===== src/rtl/csr_trap_ctrl_if.sv =====
// ---------------------------------------------------------------------------
// csr_trap_ctrl_if
//   Commit-stage handshake between the pipeline commit stage (master) and the
//   CSR/trap controller (slave).
//
//   commit_valid    master -> slave  committing instruction is valid
//   commit_ready    slave  -> master controller accepts the commit this cycle
//   commit_pc       master -> slave  PC of the committing instruction
//   commit_instr    master -> slave  raw 32-bit instruction word
//   commit_rs1_val  master -> slave  rs1 operand value
// ---------------------------------------------------------------------------
interface csr_trap_ctrl_if #(
    parameter int XLEN = 64
);
    logic            commit_valid;
    logic            commit_ready;
    logic [XLEN-1:0] commit_pc;
    logic [31:0]     commit_instr;
    logic [XLEN-1:0] commit_rs1_val;

    modport master (
        output commit_valid,
        output commit_pc,
        output commit_instr,
        output commit_rs1_val,
        input  commit_ready
    );

    modport slave (
        input  commit_valid,
        input  commit_pc,
        input  commit_instr,
        input  commit_rs1_val,
        output commit_ready
    );
endinterface


===== src/rtl/csr_trap_ctrl.sv =====
// ---------------------------------------------------------------------------
// csr_trap_ctrl
//   Commit-side controller sitting directly in front of the CSR register file.
//   Decodes committing SYSTEM instructions (CSRRW/S/C and immediate forms,
//   ECALL, MRET) and PC misalignment, forms the complete new CSR value, and
//   sequences trap entry: drain outstanding memory, strobe the CSR file, then
//   flush the pipeline and redirect fetch. Other commits pass straight through.
//
// Ports
//   clk, reset          clock, synchronous active-high reset
//   cmt (slave)         commit handshake: valid/ready, pc, instr, rs1 value
//   csr_rdata_i         CSR file combinational read of csr_addr_o
//   csr_next_pc_i       CSR file trap/mret target, valid during the TRAP cycle
//   mem_busy_i          outstanding data-bus transaction
//   csr_addr_o          CSR address (instr[31:20]), held while busy
//   csr_we_o            CSR write strobe, csr_wdata_o the full new value
//   csr_is_ecall_o / csr_is_mret_o / csr_is_misalign_o   trap strobes
//   csr_exception_o     high with the ecall or misalign strobe
//   rd_we_o/rd_addr_o/rd_wdata_o   GPR writeback of the old CSR value
//   flush_o, redirect_valid_o, redirect_pc_o   pipeline kill + fetch redirect
//   mcycle_inc_o        high every cycle while out of reset
// ---------------------------------------------------------------------------
module csr_trap_ctrl #(
    parameter int XLEN   = 64,
    parameter int CSR_AW = 12
) (
    input  logic              clk,
    input  logic              reset,
    csr_trap_ctrl_if.slave    cmt,
    input  logic [XLEN-1:0]   csr_rdata_i,
    input  logic [XLEN-1:0]   csr_next_pc_i,
    input  logic              mem_busy_i,
    output logic [CSR_AW-1:0] csr_addr_o,
    output logic              csr_we_o,
    output logic [XLEN-1:0]   csr_wdata_o,
    output logic              csr_is_ecall_o,
    output logic              csr_is_mret_o,
    output logic              csr_is_misalign_o,
    output logic              csr_exception_o,
    output logic              rd_we_o,
    output logic [4:0]        rd_addr_o,
    output logic [XLEN-1:0]   rd_wdata_o,
    output logic              flush_o,
    output logic              redirect_valid_o,
    output logic [XLEN-1:0]   redirect_pc_o,
    output logic              mcycle_inc_o
);

    typedef enum logic [2:0] {
        S_IDLE     = 3'd0,
        S_CSR_WB   = 3'd1,
        S_DRAIN    = 3'd2,
        S_TRAP     = 3'd3,
        S_REDIRECT = 3'd4
    } state_t;

    typedef enum logic [1:0] {
        K_MISALIGN = 2'd0,
        K_ECALL    = 2'd1,
        K_MRET     = 2'd2
    } trap_kind_t;

    // New CSR value: funct3[2] selects the zero-extended 5-bit immediate,
    // funct3[1:0] selects write / set / clear against the old value.
    function automatic logic [XLEN-1:0] csr_new_value(
        input logic [2:0]      funct3,
        input logic [4:0]      uimm,
        input logic [XLEN-1:0] rs1_val,
        input logic [XLEN-1:0] old_val
    );
        logic [XLEN-1:0] src;
        src = funct3[2] ? {{(XLEN-5){1'b0}}, uimm} : rs1_val;
        case (funct3[1:0])
            2'b01:   csr_new_value = src;
            2'b10:   csr_new_value = old_val | src;
            2'b11:   csr_new_value = old_val & ~src;
            default: csr_new_value = old_val;
        endcase
    endfunction

    state_t           state_q, state_d;
    trap_kind_t       kind_q, kind_d;
    logic [XLEN-1:0]  pc_q, pc_d;
    logic [CSR_AW-1:0] addr_q, addr_d;
    logic             ready_q, ready_d;
    logic             csr_we_q, csr_we_d;
    logic [XLEN-1:0]  csr_wdata_q, csr_wdata_d;
    logic             ecall_q, ecall_d;
    logic             mret_q, mret_d;
    logic             misalign_q, misalign_d;
    logic             exception_q, exception_d;
    logic             rd_we_q, rd_we_d;
    logic [4:0]       rd_addr_q, rd_addr_d;
    logic [XLEN-1:0]  rd_wdata_q, rd_wdata_d;
    logic             flush_q, flush_d;
    logic             redirect_valid_q, redirect_valid_d;
    logic [XLEN-1:0]  redirect_pc_q, redirect_pc_d;
    logic             mcycle_q;

    logic [31:0]      instr_s;
    logic [2:0]       funct3_s;
    logic             accept_s;
    logic             misalign_s;
    logic             ecall_s;
    logic             mret_s;
    logic             csr_op_s;
    logic             system_s;

    assign instr_s    = cmt.commit_instr;
    assign funct3_s   = instr_s[14:12];
    assign accept_s   = cmt.commit_valid & ready_q;
    assign misalign_s = (cmt.commit_pc[1:0] != 2'b00);
    assign ecall_s    = (instr_s == 32'h0000_0073);
    assign mret_s     = (instr_s == 32'h3020_0073);
    // funct3 in {1,2,3,5,6,7} is exactly funct3[1:0] != 0
    assign csr_op_s   = (instr_s[6:0] == 7'h73) && (funct3_s[1:0] != 2'b00);
    assign system_s   = misalign_s | ecall_s | mret_s | csr_op_s;

    // Next-state and next-output logic; outputs are registered for the state being entered.
    always_comb begin
        state_d          = state_q;
        kind_d           = kind_q;
        pc_d             = pc_q;
        addr_d           = addr_q;
        csr_we_d         = 1'b0;
        csr_wdata_d      = csr_wdata_q;
        ecall_d          = 1'b0;
        mret_d           = 1'b0;
        misalign_d       = 1'b0;
        exception_d      = 1'b0;
        rd_we_d          = 1'b0;
        rd_addr_d        = rd_addr_q;
        rd_wdata_d       = rd_wdata_q;
        flush_d          = 1'b0;
        redirect_valid_d = 1'b0;
        redirect_pc_d    = redirect_pc_q;

        case (state_q)
            S_IDLE: begin
                if (accept_s && system_s) begin
                    pc_d   = cmt.commit_pc;
                    addr_d = instr_s[31 -: CSR_AW];
                    if (misalign_s) begin
                        state_d = S_DRAIN;
                        kind_d  = K_MISALIGN;
                    end else if (ecall_s) begin
                        state_d = S_DRAIN;
                        kind_d  = K_ECALL;
                    end else if (mret_s) begin
                        state_d = S_DRAIN;
                        kind_d  = K_MRET;
                    end else begin
                        state_d     = S_CSR_WB;
                        // set/clear with a zero rs1 field leaves the CSR untouched
                        csr_we_d    = (funct3_s[1:0] == 2'b01) || (instr_s[19:15] != 5'd0);
                        csr_wdata_d = csr_new_value(funct3_s, instr_s[19:15],
                                                    cmt.commit_rs1_val, csr_rdata_i);
                        rd_we_d     = (instr_s[11:7] != 5'd0);
                        rd_addr_d   = instr_s[11:7];
                        rd_wdata_d  = csr_rdata_i;
                    end
                end else begin
                    state_d = S_IDLE;
                end
            end
            S_CSR_WB: begin
                state_d          = S_REDIRECT;
                redirect_pc_d    = pc_q + {{(XLEN-3){1'b0}}, 3'd4};
                flush_d          = 1'b1;
                redirect_valid_d = 1'b1;
            end
            S_DRAIN: begin
                if (!mem_busy_i) begin
                    state_d = S_TRAP;
                    case (kind_q)
                        K_ECALL: begin
                            ecall_d     = 1'b1;
                            exception_d = 1'b1;
                        end
                        K_MRET: begin
                            mret_d      = 1'b1;
                        end
                        default: begin
                            misalign_d  = 1'b1;
                            exception_d = 1'b1;
                        end
                    endcase
                end else begin
                    state_d = S_DRAIN;
                end
            end
            S_TRAP: begin
                state_d          = S_REDIRECT;
                redirect_pc_d    = csr_next_pc_i;
                flush_d          = 1'b1;
                redirect_valid_d = 1'b1;
            end
            S_REDIRECT: begin
                state_d = S_IDLE;
            end
            default: begin
                state_d = S_IDLE;
            end
        endcase

        ready_d = (state_d == S_IDLE);
    end

    // State and output registers with synchronous reset.
    always_ff @(posedge clk) begin
        if (reset) begin
            state_q          <= S_IDLE;
            kind_q           <= K_MISALIGN;
            pc_q             <= {XLEN{1'b0}};
            addr_q           <= {CSR_AW{1'b0}};
            ready_q          <= 1'b1;
            csr_we_q         <= 1'b0;
            csr_wdata_q      <= {XLEN{1'b0}};
            ecall_q          <= 1'b0;
            mret_q           <= 1'b0;
            misalign_q       <= 1'b0;
            exception_q      <= 1'b0;
            rd_we_q          <= 1'b0;
            rd_addr_q        <= 5'd0;
            rd_wdata_q       <= {XLEN{1'b0}};
            flush_q          <= 1'b0;
            redirect_valid_q <= 1'b0;
            redirect_pc_q    <= {XLEN{1'b0}};
            mcycle_q         <= 1'b0;
        end else begin
            state_q          <= state_d;
            kind_q           <= kind_d;
            pc_q             <= pc_d;
            addr_q           <= addr_d;
            ready_q          <= ready_d;
            csr_we_q         <= csr_we_d;
            csr_wdata_q      <= csr_wdata_d;
            ecall_q          <= ecall_d;
            mret_q           <= mret_d;
            misalign_q       <= misalign_d;
            exception_q      <= exception_d;
            rd_we_q          <= rd_we_d;
            rd_addr_q        <= rd_addr_d;
            rd_wdata_q       <= rd_wdata_d;
            flush_q          <= flush_d;
            redirect_valid_q <= redirect_valid_d;
            redirect_pc_q    <= redirect_pc_d;
            mcycle_q         <= 1'b1;
        end
    end

    // The CSR file reads combinationally from csr_addr_o, so the old value must
    // be available in the accept cycle: present the incoming address while idle,
    // and the captured one for the rest of the sequence.
    assign csr_addr_o        = (state_q == S_IDLE && cmt.commit_valid) ? instr_s[31 -: CSR_AW] : addr_q;
    assign cmt.commit_ready  = ready_q;
    assign csr_we_o          = csr_we_q;
    assign csr_wdata_o       = csr_wdata_q;
    assign csr_is_ecall_o    = ecall_q;
    assign csr_is_mret_o     = mret_q;
    assign csr_is_misalign_o = misalign_q;
    assign csr_exception_o   = exception_q;
    assign rd_we_o           = rd_we_q;
    assign rd_addr_o         = rd_addr_q;
    assign rd_wdata_o        = rd_wdata_q;
    assign flush_o           = flush_q;
    assign redirect_valid_o  = redirect_valid_q;
    assign redirect_pc_o     = redirect_pc_q;
    assign mcycle_inc_o      = mcycle_q;

endmodule


===== src/flat_wrapper.sv =====
// flat-port wrapper written by rule: the top's interface ports become plain ports
module csr_trap_ctrl_flat 
#(
    parameter int XLEN   = 64,
    parameter int CSR_AW = 12
)
  (clk, reset, csr_rdata_i, csr_next_pc_i, mem_busy_i, csr_addr_o, csr_we_o, csr_wdata_o, csr_is_ecall_o, csr_is_mret_o, csr_is_misalign_o, csr_exception_o, rd_we_o, rd_addr_o, rd_wdata_o, flush_o, redirect_valid_o, redirect_pc_o, mcycle_inc_o, cmt_commit_valid, cmt_commit_pc, cmt_commit_instr, cmt_commit_rs1_val, cmt_commit_ready);
  csr_trap_ctrl_if #(.XLEN(XLEN)) cmt_i ();
  input  logic clk;
  input  logic reset;
  input  logic [XLEN-1:0] csr_rdata_i;
  input  logic [XLEN-1:0] csr_next_pc_i;
  input  logic mem_busy_i;
  output logic [CSR_AW-1:0] csr_addr_o;
  output logic csr_we_o;
  output logic [XLEN-1:0] csr_wdata_o;
  output logic csr_is_ecall_o;
  output logic csr_is_mret_o;
  output logic csr_is_misalign_o;
  output logic csr_exception_o;
  output logic rd_we_o;
  output logic [4:0] rd_addr_o;
  output logic [XLEN-1:0] rd_wdata_o;
  output logic flush_o;
  output logic redirect_valid_o;
  output logic [XLEN-1:0] redirect_pc_o;
  output logic mcycle_inc_o;
  input wire logic [$bits(cmt_i.commit_valid)-1:0] cmt_commit_valid;
  input wire logic [$bits(cmt_i.commit_pc)-1:0] cmt_commit_pc;
  input wire logic [$bits(cmt_i.commit_instr)-1:0] cmt_commit_instr;
  input wire logic [$bits(cmt_i.commit_rs1_val)-1:0] cmt_commit_rs1_val;
  output wire logic [$bits(cmt_i.commit_ready)-1:0] cmt_commit_ready;
  assign cmt_i.commit_valid = cmt_commit_valid;
  assign cmt_i.commit_pc = cmt_commit_pc;
  assign cmt_i.commit_instr = cmt_commit_instr;
  assign cmt_i.commit_rs1_val = cmt_commit_rs1_val;
  assign cmt_commit_ready = cmt_i.commit_ready;
  csr_trap_ctrl #(.XLEN(XLEN), .CSR_AW(CSR_AW)) u_core (.clk(clk), .reset(reset), .cmt(cmt_i), .csr_rdata_i(csr_rdata_i), .csr_next_pc_i(csr_next_pc_i), .mem_busy_i(mem_busy_i), .csr_addr_o(csr_addr_o), .csr_we_o(csr_we_o), .csr_wdata_o(csr_wdata_o), .csr_is_ecall_o(csr_is_ecall_o), .csr_is_mret_o(csr_is_mret_o), .csr_is_misalign_o(csr_is_misalign_o), .csr_exception_o(csr_exception_o), .rd_we_o(rd_we_o), .rd_addr_o(rd_addr_o), .rd_wdata_o(rd_wdata_o), .flush_o(flush_o), .redirect_valid_o(redirect_valid_o), .redirect_pc_o(redirect_pc_o), .mcycle_inc_o(mcycle_inc_o));
endmodule

===== config.mk =====
export PLATFORM = sky130hd
export DESIGN_NAME = csr_trap_ctrl_flat
export DESIGN_NICKNAME = d
export VERILOG_FILES = /design/src/rtl/csr_trap_ctrl_if.sv /design/src/rtl/csr_trap_ctrl.sv /design/src/flat_wrapper.sv
export SDC_FILE = /design/constraint.sdc
export NUM_CORES = 1
export LEC_CHECK = 0
export ABC_AREA = 1
export CORE_AREA = 2 2 198 200
export DETAILED_ROUTE_END_ITERATION = 10
export DIE_AREA = 0 0 200 202
export GPL_ROUTABILITY_DRIVEN = 0
export PLACE_DENSITY = 0.7
export SYNTH_ARGS = -nofsm -noshare
export SYNTH_HDL_FRONTEND = slang
export SYNTH_SLANG_ARGS = --single-unit

===== constraint.sdc =====
create_clock -name clk -period 4.74 [get_ports clk]
set_input_delay 0.474 -clock clk [delete_from_list [all_inputs] [get_ports clk]]
set_output_delay 0.474 -clock clk [all_outputs]
set_load 0.05 [all_outputs]

==> flow_summary.toml <==
[status]
outcome = "complete, no violations"

[global_route]
antenna_found_initial = 5
grt_pass1_vias = 16448
gr-usage-met3_pct = 8.84
grt.overflow.total = 0
grt_max_degree = 144
grt_pass1_wl_um = 92700
grt_util_all_layers_pct = 29.8
grt.busiest_layer = "met2"
grtUsageMet2_pct = 49.3
grtUsageMet1_pct = 34.1

[critical_path]
worstSetupEndpointType = "primary output"
r2r_end = "u_core.rd_wdata_o[6]$_SDFFE_PP0P_"
path_max_fanout = 25
cp.arrival_ns = 2.76
reg2reg_depth = 10
crit_end = "csr_addr_o[1]"
reg2reg_from = "u_core.state_q[1]$_SDFF_PP0_"
start_kind = "flop"
reg2reg_slack_ns = 1.89
required_ns = 4.27
criticalPathCategory = "flop to primary output"
crit_start = "u_core.state_q[1]$_SDFF_PP0_"

[synth]
yosys_warnings = 0
synth_cell_types = 41
yosys-top-cells-area = "dfxtp_1, nor2_1, nand2_1, o21ai_0, nand3_1"
yosysTopAreaCell = "dfxtp_1"
netlist_top_cells_count = "nor2_1, nand2_1, dfxtp_1"
synth_cells = 2341
synth_area_um2 = 14900
synth_top_flop_cell = "dfxtp_1"
async_reset_ff_share_pct = 0
avgSynthCellArea_um2 = 6.36
ys_ff_latch = 286
synth-seq-area-share_pct = 38.5
synthesis.nets = 2636
synth.most_common_cell = "nor2_1"
synth_edf_count = 0
synth_top_area_share_pct = 38.5

[cells_and_area]
drive_gt1_share_pct = 4.33
final_cells = 3316
finish.net_count = 3068
area_growth_pct = 43.2
utilization_pct = 55.7

[floorplan]
core_um2 = 38300
std_cell_rows = 72
initial_core_util_pct = 38.9
die_w_um = 200
die_h_um = 202
dieArea_um2 = 40400
num_io_pins = 511

[clock_network]
clk_path_buf_depth = 3
clock_latency_ns = 0.55
clockRootBuffer = "clkbuf_16"
cts_tree = "built"
cts_resized = 0
numCtsBuffers = 36
postCtsHoldBufs = 0
clkSinkCount = 286
cts_max_level = 2
cts.clk_slew.worst_paths_ns = 0.06
post-cts-setup-buffers = 0

[routing]
routed_wl_um = 61600
vias = 17208
final_antenna_net_count = 0
drt_drc_violations_left = 0
via_per_inst = 5.19
drt_iter0_drc = 1354
wl_per_cell_um = 18.6
first_pass_iters = 6

[timing]
tightest_slew_ns = 1.03
rsz0062_at_grt = "false"
setup_tns_ns = 0
period_minus_slack_ns = 3.24
hold_viol = 0
finalClockSkew_ns = 0.0161
drv_slew = 0
finalSetupViolCount = 0
relSlewSlack_pct = 31.5
max_freq_mhz = 309
final.period_utilization_pct = 68.3

[place]
io_buffers = 510
dp.cells = 3253
dpl.hpwl_um = 46500

[pwr]
leakage_nw = 8.43
vdd_drop_max_v = 0.000307
power-per-cell-area_nw_per_um2 = 299
finalPower_mw = 6.38

[min_path]
hold_class = "flop to flop"

[job]
cap_violations = 0
-- critical path, cell delays in order, from the launching register on --
cell	delay (ns)
dfxtp_1	0.37
inv_2	0.28
nand3_2	0.13
buf_4	0.23
o21ai_0	0.30
clkdlybuf4s50_1	0.90
-- sequential cells by signal, indices dropped and copies added (netlist names) --
name and flops:
u_core.kind_q 2, u_core.csr_is_misalign_o 1, u_core.rd_we_o 1, u_core.csr_is_mret_o 1, u_core.mcycle_inc_o 1, u_core.csr_is_ecall_o 1, u_core.csr_we_o 1, u_core.cmt.commit_ready 1
u_core.state_q 3, u_core.redirect_pc_o 64, u_core.csr_exception_o 1, u_core.pc_q 64, u_core.rd_wdata_o 64, u_core.rd_addr_o 5, u_core.addr_q 12, u_core.csr_wdata_o 64
-- cell type report --
class | instances | area, um^2
Fill cell | 3746 | 17000
Clock inverter | 11 | 110
Sequential cell | 286 | 5730
Inverter | 192 | 726
Multi-Input combinational cell | 1727 | 7810
Antenna cell | 4 | 10.0
Clock buffer | 48 | 1020
Tap cell | 518 | 648
Timing Repair Buffer | 530 | 5280
-- metrics by stage --
stage / cell area, um^2 / setup slack [ns] / hold slack (ns)
2_1_floorplan: 14900 / 2.11 / 0.451
4_1_cts: 21300 / 1.47 / 0.464
5_1_grt: 21300 / 1.39 / 0.477
3_5_place_dp: 20200 / 1.22 / 0.456
3_3_place_gp: 20200 / 1.26 / 0.452
6_report: 21300 / 1.50 / 0.462
-- cells in the final DEF, fill, tap and decap left out, types with 4 or more instances in the layout --
master	instances
buf_4	18
diode_2	4
dfxtp_1	286
clkdlybuf4s50_1	509
nand3_1	152
o21ai_0	216
nor2_2	18
xnor2_1	6
nand2_1	509
clkinv_2	7
inv_1	183
o21ai_1	21
a31oi_1	4
nor2_1	574
xor2_1	13
inv_2	8
nand4_1	18
clkbuf_16	37
o21bai_1	6
clkbuf_1	6
o211ai_1	70
or2_2	4
a21oi_1	56
nor3_1	10
o221ai_1	10
nor2_4	6
o21a_1	6
clkbuf_8	5
-- worst min path at each step --
stage                                               start  cells past startpoint                                     to
CTS                 u_core.redirect_pc_o[37]$_SDFFE_PP0P_                      2  u_core.redirect_pc_o[37]$_SDFFE_PP0P_
floorplan                   u_core.kind_q[1]$_SDFFE_PP0P_                      2          u_core.kind_q[1]$_SDFFE_PP0P_
global placement    u_core.redirect_pc_o[16]$_SDFFE_PP0P_                      2  u_core.redirect_pc_o[16]$_SDFFE_PP0P_
finish              u_core.redirect_pc_o[23]$_SDFFE_PP0P_                      2  u_core.redirect_pc_o[23]$_SDFFE_PP0P_
detailed placement  u_core.redirect_pc_o[37]$_SDFFE_PP0P_                      2  u_core.redirect_pc_o[37]$_SDFFE_PP0P_
global route        u_core.redirect_pc_o[31]$_SDFFE_PP0P_                      2  u_core.redirect_pc_o[31]$_SDFFE_PP0P_
-- report_power, final --
part | internal [mW] | switching [mW]
registers | 2.50 | 0.132
clock network | 1.61 | 1.06
logic | 0.463 | 0.616
total | 4.57 | 1.81
-- per-layer routing --
metal  routed length, um  part of all wire, %
met5                  16                0.026
met1               23100                   38
met3                6030                  9.8
met4                3730                  6.1
met2               28700                   47
-- cell families (layout without fill, tap and decap cells) --
| group | Yosys count | after routing | synth area share, % |
|---|---|---|---|
| flops | 286 | 286 | 38.5 |
| mux | 1 | 1 | 0.0673 |
| xor+xnor | 19 | 19 | 1.12 |
| buf+inv | 328 | 781 | 9.31 |
| simple gates | 1307 | 1307 | 35.6 |
| compound gates | 397 | 397 | 15.2 |
| fa+ha+maj | 3 | 3 | 0.252 |
| other cells | 0 | 4 | 0 |
No activity file was read; power rests on OpenSTA's default activity.
